===== src/rtl/display_scan_ctrl_pkg.sv =====
// Shared slot numbering, edit-field encodings and digit-mask helper for the scan controller.
// Pure definitions; no state and no handshaking.
package display_pkg;

    localparam logic [2:0] SLOT_D0   = 3'd0;
    localparam logic [2:0] SLOT_D1   = 3'd2;
    localparam logic [2:0] SLOT_D2   = 3'd4;
    localparam logic [2:0] SLOT_D3   = 3'd6;
    localparam logic [2:0] SLOT_LAST = 3'd7;

    localparam logic [3:0] MASK_ALL = 4'b1111;

    typedef enum logic [1:0] {
        EDIT_NONE  = 2'd0,
        EDIT_RIGHT = 2'd1,
        EDIT_LEFT  = 2'd2,
        EDIT_ALL   = 2'd3
    } edit_e;

    // Bit 3 is the left tens digit, so leading-zero blanking only ever touches it.
    function automatic logic [3:0] digit_mask(input logic       blink_off,
                                              input logic [1:0] edit,
                                              input logic       lz,
                                              input logic [5:0] left,
                                              input logic       en);
        logic [3:0] m;
        m = MASK_ALL;
        if (blink_off) begin
            case (edit_e'(edit))
                EDIT_RIGHT: m[1:0] = 2'b00;
                EDIT_LEFT:  m[3:2] = 2'b00;
                EDIT_ALL:   m      = 4'b0000;
                default:    m      = MASK_ALL;
            endcase
        end
        if (lz && (left < 6'd10)) m[3] = 1'b0;
        if (!en) m = 4'b0000;
        return m;
    endfunction

endpackage


===== src/rtl/display_scan_ctrl_if.sv =====
// Bundles the time fields, display controls and scan outputs of the display path.
// slave = the scan controller, master = whoever supplies the time and controls.
interface display_scan_if;
    logic [5:0]  hour;
    logic [5:0]  minute;
    logic [5:0]  second;
    logic        mode_sel;
    logic [1:0]  edit_field;
    logic        lz_blank;
    logic        display_en;
    logic [11:0] data_show;
    logic [2:0]  byte_status;
    logic [3:0]  segment_byte_control;
    logic        frame_tick;

    modport master (
        output hour, minute, second, mode_sel, edit_field, lz_blank, display_en,
        input  data_show, byte_status, segment_byte_control, frame_tick
    );

    modport slave (
        input  hour, minute, second, mode_sel, edit_field, lz_blank, display_en,
        output data_show, byte_status, segment_byte_control, frame_tick
    );
endinterface


===== src/rtl/display_scan_ctrl_tick_divider.sv =====
// Modulo-DIV event counter: tc is combinational (en && count==DIV-1), count updates next edge.
// clr has priority over en; free-running, no backpressure.
module tick_divider #(
    parameter int DIV = 2
) (
    input  logic clock,
    input  logic reset,
    input  logic en,
    input  logic clr,
    output logic tc
);
    localparam int CW = (DIV > 1) ? $clog2(DIV) : 1;
    localparam logic [CW-1:0] LAST = CW'(DIV - 1);

    logic [CW-1:0] count;

    assign tc = en && (count == LAST);

    always_ff @(posedge clock) begin
        if (reset || clr) begin
            count <= '0;
        end else if (en) begin
            if (count == LAST) count <= '0;
            else               count <= count + 1'b1;
        end
    end
endmodule


===== src/rtl/display_scan_ctrl.sv =====
// Scan slot sequencer plus per-frame content/mask snapshot for the 4-digit display mux.
// Outputs registered; frame content changes only at the 7->0 slot wrap, no backpressure.
module display_scan_ctrl
    import display_pkg::*;
#(
    parameter int SCAN_DIV  = 1000,
    parameter int BLINK_DIV = 32
) (
    input  logic          clock,
    input  logic          reset,
    display_scan_if.slave bus
);
    logic        slot_adv;
    logic        fb;
    logic        blink_tc;
    logic        edit_chg;
    logic        phase;
    logic        phase_nxt;
    logic [1:0]  edit_q;
    logic [2:0]  slot;
    logic [11:0] data_q;
    logic [3:0]  seg_q;
    logic        tick_q;
    logic [5:0]  left_sel;
    logic [11:0] data_nxt;
    logic [3:0]  mask_nxt;

    tick_divider #(.DIV(SCAN_DIV)) u_prescaler (
        .clock (clock),
        .reset (reset),
        .en    (1'b1),
        .clr   (1'b0),
        .tc    (slot_adv)
    );

    assign fb       = slot_adv && (slot == SLOT_LAST);
    assign edit_chg = (bus.edit_field != edit_q);

    tick_divider #(.DIV(BLINK_DIV)) u_blink (
        .clock (clock),
        .reset (reset),
        .en    (fb),
        .clr   (edit_chg),
        .tc    (blink_tc)
    );

    // An edit change restarts the blink cycle in the visible phase, even on a frame boundary.
    always_comb begin
        phase_nxt = phase;
        if (edit_chg)      phase_nxt = 1'b0;
        else if (blink_tc) phase_nxt = ~phase;
    end

    always_comb begin
        left_sel = bus.hour;
        data_nxt = {bus.hour, bus.minute};
        if (bus.mode_sel) begin
            left_sel = bus.minute;
            data_nxt = {bus.minute, bus.second};
        end
        mask_nxt = digit_mask(phase_nxt, edit_q, bus.lz_blank, left_sel, bus.display_en);
    end

    always_ff @(posedge clock) begin
        if (reset) begin
            slot   <= 3'd0;
            data_q <= 12'd0;
            seg_q  <= 4'b0000;
            tick_q <= 1'b0;
            phase  <= 1'b0;
            edit_q <= 2'd0;
        end else begin
            if (slot_adv) slot <= slot + 3'd1;
            tick_q <= fb;
            phase  <= phase_nxt;
            edit_q <= bus.edit_field;
            if (fb) data_q <= data_nxt;
            // Disabling blanks immediately; enabling waits for a clean frame start.
            if (!bus.display_en) seg_q <= 4'b0000;
            else if (fb)         seg_q <= mask_nxt;
        end
    end

    assign bus.byte_status          = slot;
    assign bus.data_show            = data_q;
    assign bus.segment_byte_control = seg_q;
    assign bus.frame_tick           = tick_q;
endmodule


===== src/flat_wrapper.sv =====
// flat-port wrapper written by rule: the top's interface ports become plain ports
module display_scan_ctrl_flat import display_pkg::*;
#(
    parameter int SCAN_DIV  = 1000,
    parameter int BLINK_DIV = 32
)
  (clock, reset, bus_hour, bus_minute, bus_second, bus_mode_sel, bus_edit_field, bus_lz_blank, bus_display_en, bus_data_show, bus_byte_status, bus_segment_byte_control, bus_frame_tick);
  display_scan_if bus_i ();
  input  logic clock;
  input  logic reset;
  input wire logic [$bits(bus_i.hour)-1:0] bus_hour;
  input wire logic [$bits(bus_i.minute)-1:0] bus_minute;
  input wire logic [$bits(bus_i.second)-1:0] bus_second;
  input wire logic [$bits(bus_i.mode_sel)-1:0] bus_mode_sel;
  input wire logic [$bits(bus_i.edit_field)-1:0] bus_edit_field;
  input wire logic [$bits(bus_i.lz_blank)-1:0] bus_lz_blank;
  input wire logic [$bits(bus_i.display_en)-1:0] bus_display_en;
  output wire logic [$bits(bus_i.data_show)-1:0] bus_data_show;
  output wire logic [$bits(bus_i.byte_status)-1:0] bus_byte_status;
  output wire logic [$bits(bus_i.segment_byte_control)-1:0] bus_segment_byte_control;
  output wire logic [$bits(bus_i.frame_tick)-1:0] bus_frame_tick;
  assign bus_i.hour = bus_hour;
  assign bus_i.minute = bus_minute;
  assign bus_i.second = bus_second;
  assign bus_i.mode_sel = bus_mode_sel;
  assign bus_i.edit_field = bus_edit_field;
  assign bus_i.lz_blank = bus_lz_blank;
  assign bus_i.display_en = bus_display_en;
  assign bus_data_show = bus_i.data_show;
  assign bus_byte_status = bus_i.byte_status;
  assign bus_segment_byte_control = bus_i.segment_byte_control;
  assign bus_frame_tick = bus_i.frame_tick;
  display_scan_ctrl #(.SCAN_DIV(SCAN_DIV), .BLINK_DIV(BLINK_DIV)) u_core (.clock(clock), .reset(reset), .bus(bus_i));
endmodule

===== config.mk =====
export PLATFORM = sky130hd
export DESIGN_NAME = display_scan_ctrl_flat
export DESIGN_NICKNAME = d
export VERILOG_FILES = /design/src/rtl/display_scan_ctrl_pkg.sv /design/src/rtl/display_scan_ctrl_if.sv /design/src/rtl/display_scan_ctrl_tick_divider.sv /design/src/rtl/display_scan_ctrl.sv /design/src/flat_wrapper.sv
export SDC_FILE = /design/constraint.sdc
export NUM_CORES = 1
export LEC_CHECK = 0
export ABC_AREA = 1
export BUFFER_PORTS_ARGS = -buffer_cell sky130_fd_sc_hd__buf_2
export CORE_AREA = 4 4 83 93
export DETAILED_ROUTE_END_ITERATION = 16
export DIE_AREA = 0 0 87 97
export PLACE_DENSITY = 0.4
export SYNTH_ARGS = -nofsm -noshare
export SYNTH_HDL_FRONTEND = slang
export SYNTH_SLANG_ARGS = --single-unit

===== constraint.sdc =====
create_clock -name clock -period 1.9 [get_ports clock]
set_input_delay 0.19 -clock clock [delete_from_list [all_inputs] [get_ports clock]]
set_output_delay 0.19 -clock clock [all_outputs]
set_load 0.02 [all_outputs]

==> After elaboration in Yosys (flattened, before gate mapping) <==
Cells that the tools add are included.
{ "totals": {"elab_cells": 38, "out_inout_bits": 20, "register_bits": 38, "input_bits": 25} }
{ "classes": {"n_mux": 9, "addsub": 3, "n_bitwise": 2, "n_eq_ne": 7, "reduce_logical": 8, "n_lt_le_gt_ge": 1} }
{ "op_table": {"columns": ["op", "count"], "rows": [
  ["12-bit 2-to-1 mux", 1],
  ["10-bit by 1-bit adder with 10-bit output (second input constant)", 1],
  ["10-bit equality test (second input constant)", 1],
  ["2-bit OR reduction", 4],
  ["6-bit by 4-bit < comparator with 1-bit output (second input constant)", 1],
  ["6-bit 2-to-1 mux", 1],
  ["5-bit by 1-bit adder with 5-bit output (second input constant)", 1],
  ["5-bit equality test (second input constant)", 1],
  ["5-bit 2-to-1 mux", 1],
  ["2-bit equality test (second input constant)", 2],
  ["2-bit 2-to-1 mux", 2],
  ["4-bit 2-to-1 mux", 1],
  ["3-bit by 1-bit adder with 3-bit output (second input constant)", 1],
  ["3-bit equality test (second input constant)", 1],
  ["1-bit logical AND", 3],
  ["1-bit 2-to-1 mux", 3],
  ["2-bit by 1-bit equality test with 1-bit output (second input constant)", 1],
  ["2-bit != test", 1],
  ["1-bit NOT", 2],
  ["1-bit logical OR", 1]
]} }

==> Depth between registers and ports, before layout <==
{ "logic_depth": {"word_depth": 7, "depth_mapped": 11, "depth_no_buf": 10} }

==> Hierarchy <==
A second synthesis with hierarchy kept.
{ "hier_totals": {"hier_cells": 255, "area_unflattened_um2": 1841.8} }
{ "modules_own_cells": {"columns": ["module", "cells_each", "n_inst", "seq_area_each_um2", "area_per_inst_um2"], "rows": [
  ["display_scan_ctrl", 138, 1, 440.4, 1029.7],
  ["tick_divider (u_core.u_prescaler)", 85, 1, 200.2, 566.8],
  ["tick_divider (u_core.u_blink)", 32, 1, 100.1, 245.2]
]} }

==> Worst setup path before layout <==
No wires, ideal clock.
{ "synth_path": {"path_type": "reg-to-reg", "startpoint": "register u_core.slot[0] (netlist: u_core.bus.byte_status[0])", "endpoint": "register u_core.seg_q[3] (netlist: u_core.bus.segment_byte_control[3])", "setup_time_ps": 116, "n_path_buf": 1, "required_time_ps": 1784, "path_slack_ps": 378, "arrival_time_ps": 1405, "path_stages_with_launch": 11, "period_less_slack_ps": 1522, "cell_sequence": "dfxtp_1 -> ha_1 -> ha_1 -> inv_1 -> nor2_4 -> buf_6 -> nand2_1 -> nand2_1 -> nand4_2 -> nand3_1 -> a21oi_1"} }
{ "synth_between": {"elab_chain_len": 7} }
{ "synth_rtl": {"columns": ["element", "line_no", "source"], "rows": [
  ["start: declaration", "display_scan_ctrl.sv:20", "logic [2:0] slot;"],
  ["start signal: assignment", "display_scan_ctrl.sv:73", "if (slot_adv) slot <= slot + 3'd1;"],
  ["3-bit equality test (*)", "display_scan_ctrl.sv:36", "assign fb = slot_adv && (slot == SLOT_LAST);"],
  ["1-bit logical AND (*)", "display_scan_ctrl.sv:36", null],
  ["1-bit logical AND", "display_scan_ctrl_tick_divider.sv:17", "assign tc = en && (count == LAST);"],
  ["1-bit 2-to-1 mux", "display_scan_ctrl.sv:51", "else if (blink_tc) phase_nxt = ~phase;"],
  ["1-bit 2-to-1 mux", "display_scan_ctrl.sv:50", "if (edit_chg) phase_nxt = 1'b0;"],
  ["4-bit 2-to-1 mux", "display_scan_ctrl_pkg.sv:28", "if (blink_off) begin"],
  ["1-bit 2-to-1 mux", "display_scan_ctrl_pkg.sv:36", "if (lz && (left < 6'd10)) m[3] = 1'b0;"],
  ["end signal: assignment", "display_scan_ctrl.sv:80", "else if (fb) seg_q <= mask_nxt;"],
  ["end: declaration", "display_scan_ctrl.sv:22", "logic [3:0] seg_q;"]
]} }
Mark *: on every way between the ends. The rest lies on a longest branch, timed or not.
A chain may end at the register's enable or synchronous reset.

==> Worst setup path after layout <==
{ "layout_path": {"startpoint": "register u_core.u_prescaler.count[0]", "endpoint": "register u_core.u_blink.count[0]"} }
{ "layout_between": {"elab_chain_len": 2} }
{ "layout_rtl": {"columns": ["element", "line_no", "source"], "rows": [
  ["start: declaration", "display_scan_ctrl_tick_divider.sv:15", "logic [CW-1:0] count;"],
  ["start signal: assignment", "display_scan_ctrl_tick_divider.sv:24", "else count <= count + 1'b1;"],
  ["10-bit equality test", "display_scan_ctrl_tick_divider.sv:17", null],
  ["1-bit logical AND", "display_scan_ctrl.sv:36", null],
  ["end signal: assignment", "display_scan_ctrl_tick_divider.sv:24", null],
  ["end: declaration", "display_scan_ctrl_tick_divider.sv:15", null]
]} }
No other way between the ends.

==> impl_metrics.ini <==
[timing]
grt_setup_unrepaired = no
maxSlewViolCount = 0
fmax_mhz = 599
hold_viol = 0
finalSetupViolations = 0
worstMarginPinSlew_ps = 389
slew_headroom_pct = 74.0
finalClockSkew_ps = 2.76
fin_crit_ps = 1670
setup_tns_ps = 0
finalCritPeriodShare_pct = 87.9

[final_layout]
fin_area_um2 = 2060
final_common_cell = buf_2
fill_cells = 751
nets = 292
layout_common_cells = buf_2, nand2_1, dfxtp_1
num_antenna_cells = 0
layout-drive-gt1-share_pct = 24.8
areaGrowthSynthToFinish_pct = 24.8

[worst_setup_path]
worstPathMaxFanout = 13
worstSetupEndpointType = flop
worst_ep_arrival_time_ps = 1890
cp-start-kind = flop
crit_type = reg2reg
crit_required_ps = 2120

[clock_network]
cts_buffers = 5
clockRootBuffer = clkbuf_8
cts.clk_slew.worst_paths_ps = 70
tritoncts = done
ctsHoldBuffers = 0
insertion_delay_ps = 280
cts_htree_levels = 2
clock_path_buffers = 2
cts_sinks = 37
cts_resized = 0
cts_setup_buffers = 0

[logic_synthesis]
netlist_area_um2 = 1650
ys_ff_latch = 37
avgSynthCellArea_um2 = 7.80
synth_cell_types = 34
syn_nets = 242
syn_inst = 212
synthFlopType = dfxtp_1
ys.warnings.count = 0
synth-edff-count = 0
ys_seq_area_share_pct = 44.8
async_flop_share_pct = 0

[drt]
vias_per_cell = 4.31
postRouteAntennaNets = 0
num_vias = 1494
drt_iter0_drc = 41
drt-pass1-iter-count = 4
wirelength_um = 4120
routedWlPerCell_um = 11.9
drc_errors = 0

[global_routing]
grt_pass1_wl_um = 6980
grt_usage_pct = 10.4
grt_antenna_before_repair = 0
overflow = 0
grt_max_degree = 22
top_usage_layer = met2
met1_usage_pct = 12.2
use_met2_pct = 17.1
grt_pass1_vias = 1497
gr-usage-met3_pct = 3.07

[worst_hold_path]
min_path_type = in2reg

[floorplan]
rows = 32
start_util_pct = 24.2
core_um2 = 6850
die-area_um2 = 8440
ios = 45
fp.dieH_um = 97
die_x_um = 87

[pwr]
leakage_nw = 0.914
power_mw = 1.43
vdd.ir_drop.worst_mv = 0.298
p_per_area_nw_per_um2 = 695

[job]
maxCapViolCount = 0

[outcome]
status = completed

[placement]
place_congestion = 0.726
place_area_um2 = 1980
port_buffers = 44
dpl.hpwl_um = 3200
[logic make-up after synthesis]
logic type / after synthesis / synth area share (%)
adder cells (fa/ha/maj): 5 / 3.78
flip-flops: 37 / 44.8
multiplexers: 2 / 1.21
XOR/XNOR: 3 / 1.59
buffers and inverters: 27 / 7.41
AO/OA/AOI/OAI: 39 / 13.3
AND/OR/NAND/NOR: 99 / 27.9
[registers in the layout, summed over array words and instances, names as in the netlist]
name	cells
u_core.bus.frame_tick	1
u_core.bus.byte_status	3
u_core.bus.segment_byte_control	3
u_core.bus.data_show	12
u_core.u_blink.count	5
u_core.edit_q	2
u_core.phase	1
u_core.u_prescaler.count	10
[through the flow]
| step | util [%] | setup WS, ps | instances | hold slack (ps) |
|---|---|---|---|---|
| floorplan | - | 378 | 212 | 261 |
| global placement | 28.9 | 264 | 340 | 428 |
| detailed placement | 28.9 | 234 | 340 | 423 |
| CTS | 30.2 | 215 | 347 | 112 |
| global route | 30.2 | 75.7 | 347 | 122 |
| finish | 30.2 | 229 | 347 | 125 |
[critical path: stages (launching register included)]
cell,delay (ps)
dfxtp_1,350
ha_1,220
inv_1,60
nor2_2,140
nand3_4,120
nor2_4,150
inv_1,200
or2_0,250
a21oi_1,110
[where the power goes]
group	total, mW	switching, mW	internal [mW]
Combinational	0.0936	0.0533	0.0403
Sequential	0.789	0.00589	0.783
Clock	0.552	0.264	0.288
[layout make-up]
class                           count  area, µm²  area share [%]
Clock buffer                        7       86.3            4.18
Inverter                           20       75.1            3.64
Multi-Input combinational cell    148        791            38.3
Sequential cell                    37        741            35.9
Tap cell                           85        106            5.15
Timing Repair Buffer               50        265            12.8
[synth_stat cells (2+ instances only)]
| library cell | number | share of area, % |
|---|---|---|
| buf_6 | 2 | 1.4 |
| clkbuf_1 | 2 | 0.45 |
| o21ai_0 | 15 | 4.5 |
| mux2i_1 | 2 | 1.2 |
| or2_0 | 2 | 0.76 |
| xor2_1 | 3 | 1.6 |
| nor3b_1 | 2 | 0.91 |
| nand2_1 | 42 | 9.5 |
| nor2_4 | 2 | 1.4 |
| inv_1 | 18 | 4.1 |
| buf_2 | 2 | 0.61 |
| a31oi_1 | 7 | 2.6 |
| nand3_1 | 7 | 2.1 |
| nor2_1 | 27 | 6.1 |
| a21oi_1 | 11 | 3.3 |
| a211oi_1 | 3 | 1.4 |
| dfxtp_1 | 37 | 45 |
| ha_1 | 5 | 3.8 |
| nor3_1 | 8 | 2.4 |
[path summary, 6_finish.rpt]
check	slack (ps)	endpoint	start	cells past startpoint
worst min-delay path	130	u_core.edit_q[1]	bus_edit_field[1]	3
worst min register to register	450	u_core.u_prescaler.count[0]	u_core.u_prescaler.count[0]	1
worst max register to register	230	u_core.u_blink.count[0]	u_core.u_prescaler.count[0]	8
worst max-delay path	230	u_core.u_blink.count[0]	u_core.u_prescaler.count[0]	8
[layer usage]
layer	wire length, µm	share of wire [%]
met1	1820	44
met3	173	4.2
met2	2030	49
met5	0	0
met4	94	2.3
Power figures use the tool's default switching activity.
